===== src/rtl/btn_debounce_pkg.sv =====
// Shared definitions for the push-button debouncer and its slow-rate helpers.
package btn_debounce_pkg;

   // Debounce FSM states; encodings are fixed so other blocks can decode them.
   typedef enum logic [1:0] {
      IDLE  = 2'd0,
      ARM_P = 2'd1,
      DOWN  = 2'd2,
      ARM_R = 2'd3
   } state_t;

   // Bits needed for a counter that must be able to hold max_val itself.
   function automatic int cnt_width(input int max_val);
      return (max_val < 1) ? 1 : $clog2(max_val + 1);
   endfunction

endpackage


===== src/rtl/tick_gen.sv =====
// Free-running prescaler: one-cycle tick every TICK_DIV clk cycles.
module tick_gen
   import btn_debounce_pkg::*;
#(
   parameter int TICK_DIV = 50000
) (
   input  logic clk,
   input  logic rst,
   output logic tick
);

   localparam int            CW   = cnt_width(TICK_DIV);
   localparam logic [CW-1:0] LAST = CW'(TICK_DIV - 1);

   logic [CW-1:0] cnt;

   // Count 0..TICK_DIV-1 and wrap; only reset ever restarts the phase.
   // NOTE: state registers use non-blocking assignments so every flop samples pre-edge values.
   always_ff @(posedge clk) begin
      if (rst) begin
         cnt <= '0;
      end else if (cnt == LAST) begin
         cnt <= '0;
      end else begin
         cnt <= cnt + CW'(1);
      end
   end

   assign tick = (cnt == LAST);

endmodule


===== src/rtl/btn_debounce.sv =====
// Push-button debouncer: synchroniser, tick-sampled stability FSM, long-press detect.
module btn_debounce
   import btn_debounce_pkg::*;
#(
   parameter int TICK_DIV     = 50000,
   parameter int STABLE_TICKS = 10,
   parameter int HOLD_TICKS   = 100
) (
   input  logic clk,
   input  logic rst,
   input  logic btn_in,
   output logic btn_level,
   output logic press_pulse,
   output logic release_pulse,
   output logic long_pulse
);

   localparam int            SW        = cnt_width(STABLE_TICKS);
   localparam int            HW        = cnt_width(HOLD_TICKS);
   localparam logic [SW-1:0] STAB_LAST = SW'(STABLE_TICKS - 1);
   localparam logic [HW-1:0] HOLD_LAST = HW'(HOLD_TICKS - 1);
   localparam logic [HW-1:0] HOLD_MAX  = HW'(HOLD_TICKS);

   logic          s1;
   logic          s;
   logic          tick;
   logic          press_go;
   state_t        state;
   logic [SW-1:0] stab;
   logic [HW-1:0] hold;

   tick_gen #(
      .TICK_DIV(TICK_DIV)
   ) u_tick_gen (
      .clk (clk),
      .rst (rst),
      .tick(tick)
   );

   // Two-flop synchroniser for the asynchronous button; only s is used below.
   always_ff @(posedge clk) begin
      if (rst) begin
         s1 <= 1'b0;
         s  <= 1'b0;
      end else begin
         s1 <= btn_in;
         s  <= s1;
      end
   end

   // The press is accepted on this exact condition; the hold counter restarts with it.
   assign press_go = (state == ARM_P) && s && tick && (stab == STAB_LAST);

   // Stability FSM with registered level and one-cycle press/release pulses.
   always_ff @(posedge clk) begin
      if (rst) begin
         state         <= IDLE;
         stab          <= '0;
         btn_level     <= 1'b0;
         press_pulse   <= 1'b0;
         release_pulse <= 1'b0;
      end else begin
         // NOTE: pulses default low every cycle so each one lasts exactly one clock.
         press_pulse   <= 1'b0;
         release_pulse <= 1'b0;
         case (state)
            IDLE: begin
               if (s) begin
                  state <= ARM_P;
                  stab  <= '0;
               end
            end
            ARM_P: begin
               if (!s) begin
                  state <= IDLE;
               end else if (tick) begin
                  stab <= stab + SW'(1);
                  if (stab == STAB_LAST) begin
                     state       <= DOWN;
                     btn_level   <= 1'b1;
                     press_pulse <= 1'b1;
                  end
               end
            end
            DOWN: begin
               if (!s) begin
                  state <= ARM_R;
                  stab  <= '0;
               end
            end
            ARM_R: begin
               if (s) begin
                  state <= DOWN;
               end else if (tick) begin
                  stab <= stab + SW'(1);
                  if (stab == STAB_LAST) begin
                     state         <= IDLE;
                     btn_level     <= 1'b0;
                     release_pulse <= 1'b1;
                  end
               end
            end
            default: state <= IDLE;
         endcase
      end
   end

   // Ticks held down since acceptance; saturates so long_pulse fires once per press.
   always_ff @(posedge clk) begin
      if (rst) begin
         hold       <= '0;
         long_pulse <= 1'b0;
      end else begin
         long_pulse <= 1'b0;
         if (press_go) begin
            hold <= '0;
         end else if (tick && ((state == DOWN) || (state == ARM_R)) && (hold != HOLD_MAX)) begin
            hold <= hold + HW'(1);
            if (hold == HOLD_LAST) begin
               long_pulse <= 1'b1;
            end
         end
      end
   end

endmodule

===== config.mk =====
export PLATFORM = sky130hd
export DESIGN_NAME = btn_debounce
export DESIGN_NICKNAME = d
export VERILOG_FILES = /design/src/rtl/btn_debounce_pkg.sv /design/src/rtl/tick_gen.sv /design/src/rtl/btn_debounce.sv
export SDC_FILE = /design/constraint.sdc
export NUM_CORES = 1
export LEC_CHECK = 0
export CORE_MARGIN = 2
export CORE_UTILIZATION = 35
export CTS_BUF_LIST = sky130_fd_sc_hd__clkbuf_4
export CTS_CLUSTER_DIAMETER = 200
export DETAILED_ROUTE_END_ITERATION = 8
export PLACE_DENSITY = 0.62
export REMOVE_ABC_BUFFERS = 1
export SLEW_MARGIN = 20
export SYNTH_ARGS = -nofsm -noshare
export SYNTH_HDL_FRONTEND = slang
export SYNTH_HIERARCHICAL = 1
export SYNTH_SLANG_ARGS = --single-unit

===== constraint.sdc =====
create_clock -name clk -period 2.7 [get_ports clk]
set_input_delay 0.54 -clock clk [delete_from_list [all_inputs] [get_ports clk]]
set_output_delay 0.54 -clock clk [all_outputs]
set_load 0.005 [all_outputs]

==> results of run 1 <==
==> routing by layer <==
metal / part of all wire [%] / GRT usage (%) / wire length, um
met5: 0 / 0 / 0
met2: 44 / 18.0 / 1180
met3: 3.0 / 3.38 / 79
met1: 50 / 14.0 / 1320
met4: 2.6 / 7.13 / 68
==> worst reg2reg max path, cell delays in order (launching register included) <==
cell	delay, ns
dfxtp_1	0.35
or4b_1	0.55
nor4_2	0.22
buf_4	0.20
nand2_1	0.13
a31o_4	0.26
or3_1	0.34
a21oi_1	0.13
==> state kept, by name, summed over array words and instances (netlist names), named ones only <==
register and flops:
release_pulse 1, stab 4, s 1, btn_level 1, hold 7, state 1, u_tick_gen/cnt 16, press_pulse 1
long_pulse 1, s1 1
==> cell families after synthesis <==
kind of cell | count (synthesis) | share of synthesized area, %
mux | 1 | 0.633
simple gates | 86 | 28.8
fa+ha+maj | 5 | 3.96
compound gates | 17 | 6.96
buf+inv | 14 | 4.83
flops | 35 | 44.3
xor+xnor | 19 | 10.5
==> through the flow <==
step	total power, mW	area (um^2)	hold WS, ns	setup WS, ns
floorplan	0.558	1530	0.414	0.280
global placement	0.575	1680	0.423	0.509
detailed placement	0.575	1680	0.429	0.473
CTS	0.946	1750	0.455	0.451
global route	0.974	1750	0.473	0.315
finish	0.931	1750	0.447	0.459
==> layout make-up <==
| type | count | area share (%) |
|---|---|---|
| Clock buffer | 6 | 2.57 |
| Clock inverter | 1 | 1.71 |
| Sequential cell | 35 | 39.9 |
| Tap cell | 52 | 3.71 |
| Timing Repair Buffer | 9 | 4.71 |
| Inverter | 7 | 1.50 |
| Multi-Input combinational cell | 128 | 45.9 |
==> worst max path at each step <==
stage | to | depth (start not counted) | slack (ns) | startpoint
global route | hold[3] | 7 | 0.31 | u_tick_gen/cnt[11]
CTS | hold[3] | 7 | 0.45 | u_tick_gen/cnt[11]
detailed placement | hold[3] | 7 | 0.47 | u_tick_gen/cnt[11]
floorplan | hold[3] | 6 | 0.28 | u_tick_gen/cnt[11]
finish | hold[3] | 7 | 0.46 | u_tick_gen/cnt[11]
global placement | hold[3] | 7 | 0.51 | u_tick_gen/cnt[11]
==> placed cells by master, fill, tap and decap left out, types with 2 or more instances in the layout <==
master	n
o21ai_0	4
nand2b_1	2
nand2_1	11
ha_1	5
a21oi_1	7
nor2_1	26
dfxtp_1	35
a31oi_1	2
nor3b_1	2
inv_1	7
nand4bb_1	2
nor3_1	10
clkdlybuf4s50_1	6
or3_1	3
nand3_1	7
nand4_1	9
nor2b_1	4
buf_4	3
clkbuf_4	6
xnor2_1	18
nor4_1	5
==> power by group through the flow <==
stage,Clock [mW],Combinational [mW],Sequential [mW]
2_1_floorplan,0,0.0163,0.542
3_3_place_gp,0,0.0317,0.543
3_5_place_dp,0,0.0315,0.543
4_1_cts,0.383,0.0315,0.531
5_1_grt,0.408,0.0342,0.533
6_report,0.369,0.0313,0.531
==> results.ini, run 1 <==
[worst_setup_path]
cpMaxStageDelayCell = or4b_1
critPathCaptureType = flop
ff2ff_setup_slack_ns = 0.46
critPathLaunchType = flop
r2r-end = hold[3]
r2r-start = u_tick_gen/cnt[11]
crit_buf_inv = 1
crit_family = simple AND/OR/NAND/NOR gates
path_cells = or4b_1, nor4_2, buf_4, nand2_1, a31o_4, or3_1, a21oi_1
path_class = flop to flop
ff2ff_path_depth = 7
cp.arrival_ns = 2.52
slowest_delay_ns = 0.55
critPathMaxFanout = 12
cp.required_ns = 2.98

[sta]
hold_viol = 0
skew_ns = 0.0145
final_max_slew_viol_count = 0
relSlewSlack_pct = 63.8
max_slew.worst_pin.slew_ns = 0.539
min_period_ns = 2.24
max_freq_mhz = 446
setup_viol = 0
period_share_pct = 83.0
setup_tns_ns = 0
rsz0062_at_grt = false

[logic_synthesis]
ys_warn_count = 6
synth_commonest_cells = dfxtp_1 (35), nor2_1 (26), xnor2_1 (18)
async_flop_share_pct = 0
ys_ff_latch = 35
synth_top_cell_area_share_pct = 44.3
yosysMostFrequentCell = dfxtp_1
synth.avg_cell_area_um2 = 8.94
yosys.area.top_type = dfxtp_1
yosys.cell_types.count = 34
synth_cells = 177
synth-edff-count = 0
synth_area_leaders = dfxtp_1 (44%), xnor2_1 (10%), nor2_1 (6.2%)
seq_area_frac_synth_pct = 44.3
syn_area_um2 = 1580
synth_ff_type = dfxtp_1

[power_and_ir_drop]
vdd_drop_max_uv = 247
p_leak_nw = 0.557
p_clk_share_pct = 39.6
seqPwrFrac_pct = 57.0
swShare_pct = 20.4
power.switching_mw = 0.190
powerDensity_nw_per_um2 = 531
combPwrFrac_pct = 3.4
internal_power_mw = 0.741

[grt]
grt_use_total_pct = 11.5
antenna_found_initial = 0
grt_max_degree = 16
grt_pass1_vias = 1060
grt_pass1_wl_um = 4580
overflow = 0

[routing]
drt-wirelength-per-cell_um = 11.1
wl_um = 2650
drtIter0Drc = 42
ant_nets = 0
drc = 0
num_vias = 1196
dr.pass1.iters = 5
viasPerCell = 5.03

[min_path]
worstHoldPathCells = 1
hold_class = flop to flop
hp-start = s1
hold_end = s

[outcome]
status = finished, final reports clean

[clock_tree]
cts_buffers = 5
post_cts_resized = 0
cts.clk_slew.worst_paths_ns = 0.11
cts_tree = done
insertion_delay_ns = 0.34
cts_setup_buffers = 0
htreeDepth = 2
clock_tree.root_cell = clkbuf_4
max-clock-path-buffers = 2
cts_sinks = 35
holdBufCountCts = 0

[die]
die_w_um = 71.2
die_y_um = 71.2
ios = 7
dieArea_um2 = 5070
start_util_pct = 36.3
rows = 24
core_um2 = 4350

[cells_and_area]
area_growth_pct = 10.9
seqCellArea_um2 = 701
multiInputGateArea_um2 = 805
nets = 194
final_cells = 238
fin_util_pct = 40.3
nFillCells = 435
antenna_cells = 0
drive_gt1_share_pct = 6.99

[placed_design]
portBuffers = 6
place_inst = 231
dp_hpwl_um = 1830
gp_congestion = 0.853

[flow_run]
cap_violations = 0

No activity file was read; power rests on OpenSTA's default activity.
==> inputs of run 2 (changes only) <==
clock period = 2.35 ns   (was 2.7 ns; I/O delays follow)
==> run 2 against run 1 <==
Compared with the run above: cell count is 2.5% higher; sequential cell count stayed put; largest power group unchanged; clock power is 14% higher; setup slack worse by 0.29 ns; sequential power is 15% higher; global-route usage is 0.23 points higher; hold slack better by 0.0048 ns; sequential share of layout area is 0.92 points lower.
==> results.ini, run 2 (synthesis results as in run 1) <==
[worst_setup_path]
ff2ff_setup_slack_ns = 0.17  ; was 0.46 ns
critPathLaunchType = flop  ; unchanged
critPathCaptureType = flop  ; unchanged
critPathMaxFanout = 7  ; was 12
cpMaxStageDelayCell = or4b_1  ; unchanged
r2r-end = hold[3]  ; unchanged
path_class = flop to flop  ; unchanged
cp.required_ns = 2.62  ; was 2.98 ns
r2r-start = u_tick_gen/cnt[11]  ; unchanged
ff2ff_path_depth = 7  ; unchanged
cp.arrival_ns = 2.45  ; was 2.52 ns
path_cells = or4b_1, nor4_2, buf_4, nand2_2, a31o_4, or3_1, a21oi_1  ; was or4b_1, nor4_2, buf_4, nand2_1, a31o_4, or3_1, a21oi_1
slowest_delay_ns = 0.55  ; about the same

[routing]
ant_nets = 0  ; unchanged
drtIter0Drc = 91  ; was 42
viasPerCell = 4.94  ; was 5.03
drc = 0  ; unchanged
dr.pass1.iters = 4  ; was 5
wl_um = 2640  ; was 2650 um
drt-wirelength-per-cell_um = 10.8  ; was 11.1 um
num_vias = 1205  ; was 1196

[grt]
overflow = 0  ; unchanged
grt_use_total_pct = 11.8  ; was 11.5%
grt_pass1_vias = 1084  ; was 1060
antenna_found_initial = 0  ; unchanged
grt_max_degree = 16  ; unchanged
grt_pass1_wl_um = 4710  ; was 4580 um

[flow_run]
cap_violations = 0  ; unchanged

[placed_design]
portBuffers = 6  ; unchanged
dp_hpwl_um = 1850  ; was 1830 um
gp_congestion = 0.869  ; was 0.853

[clock_tree]
max-clock-path-buffers = 2  ; unchanged
cts_tree = done  ; unchanged
cts_buffers = 5  ; unchanged
htreeDepth = 2  ; unchanged
cts.clk_slew.worst_paths_ns = 0.11  ; about the same
insertion_delay_ns = 0.34  ; about the same
holdBufCountCts = 0  ; unchanged
cts_sinks = 35  ; unchanged
clock_tree.root_cell = clkbuf_4  ; unchanged

[power_and_ir_drop]
vdd_drop_max_uv = 294  ; was 247 uV
p_leak_nw = 0.585  ; was 0.557 nW
powerDensity_nw_per_um2 = 594  ; was 531 nW/um^2

[min_path]
worstHoldPathCells = 1  ; unchanged
hold_end = s  ; unchanged
hp-start = s1  ; unchanged
hold_class = flop to flop  ; unchanged

[cells_and_area]
area_growth_pct = 13.5  ; was 10.9%
mostFrequentLayoutCell = dfxtp_1  ; unchanged
top_regs = u_tick_gen/cnt x16, hold x7, stab x4  ; unchanged
drive_gt1_share_pct = 9.90  ; was 6.99%
largest_register = u_tick_gen/cnt  ; unchanged
nets = 199  ; was 194
antenna_cells = 0  ; unchanged
final_cell_mix = dfxtp_1 (35), nor2_1 (26), xnor2_1 (18)  ; unchanged
largest_reg_flops = 16  ; unchanged

[die]
die_y_um = 71.2  ; unchanged
ios = 7  ; unchanged
dieArea_um2 = 5070  ; unchanged
core_um2 = 4350  ; unchanged
start_util_pct = 36.3  ; unchanged
die_w_um = 71.2  ; unchanged
rows = 24  ; unchanged

[sta]
max_slew.worst_pin.slew_ns = 0.506  ; was 0.539 ns
rsz0062_at_grt = true  ; was false
final_max_slew_viol_count = 0  ; unchanged
skew_ns = 0.0118  ; was 0.0145 ns
relSlewSlack_pct = 66.3  ; was 63.8%
whs_ns = 0.452  ; was 0.447 ns
setup_viol = 0  ; unchanged
period_share_pct = 92.6  ; was 83.0%
max_freq_mhz = 459  ; was 446 MHz
min_period_ns = 2.18  ; was 2.24 ns
hold_viol = 0  ; unchanged
setup_tns_ns = 0  ; unchanged

[outcome]
status = finished, final reports clean  ; unchanged

[run 2: cell types whose count changed in the layout (fill, tap and decap cells not counted), sizes merged]
cell    previous run  this run
buf                3         8
clkinv             0         2
clkbuf             6         5
[run 2: layout make-up]
cell class	count	area, um^2
Multi-Input combinational cell	128	807
Fill cell	445	2560
Clock inverter	3	38.8
Sequential cell	35	701
Clock buffer	5	37.5
Inverter	7	26.3
Timing Repair Buffer	14	120
Tap cell	52	65.1
[run 2: worst max-delay path by stage]
stage,from,to,slack [ns],cells after the start
finish,u_tick_gen/cnt[11],hold[3],0.17,7
global route,u_tick_gen/cnt[11],btn_level,-0.007,9
CTS,u_tick_gen/cnt[11],hold[3],0.1,7
detailed placement,u_tick_gen/cnt[11],hold[3],0.11,7
global placement,u_tick_gen/cnt[11],hold[3],0.16,7
floorplan,u_tick_gen/cnt[11],hold[3],-0.07,6
[run 2: stage by stage]
step                util, %  worst slack, ns  cells  cell area, um^2  total power, mW
CTS                    40.8           0.0953    242             1780             1.08
global route           41.2         -0.00705    244             1800             1.13
floorplan                 -          -0.0703    170             1530            0.641
detailed placement     39.1            0.106    234             1700            0.661
global placement       39.1            0.160    234             1700            0.661
finish                 41.2            0.173    244             1800             1.07
[run 2: critical path, delay by kind of cell (launching register included)]
kind / cells / cell delay [ns]
compound gates: 2 / 0.40
buf+inv: 1 / 0.18
flops: 1 / 0.35
simple gates: 4 / 1.20
[run 2: routing by layer]
layer / vias up / GRT usage [%] / wire length (um)
met3: 5 / 4.08 / 98
li1: 645 / - / -
met1: 538 / 14.6 / 1320
met5: - / 0 / 0
met2: 17 / 17.8 / 1170
met4: 0 / 6.71 / 49
[run 2: repair_timing]
| item | in CTS | in global routing |
|---|---|---|
| setup buffers | 0 | 2 |
| resized for setup | 0 | 1 |
| endpoints found under the setup margin | 0 | 1 |
| endpoints found under the hold margin | 0 | 0 |
[run 2: where the power goes]
group | leakage (nW) | switching (mW) | internal, mW
Clock | 0.0426 | 0.201 | 0.219
Combinational | 0.260 | 0.0178 | 0.0190
Sequential | 0.283 | 0.00772 | 0.602
==> inputs of run 3 (changes only) <==
CAP_MARGIN = 0   (was not set)
==> results of run 3 <==
No change in the layout: final DEF, timing and power equal those of run 2.
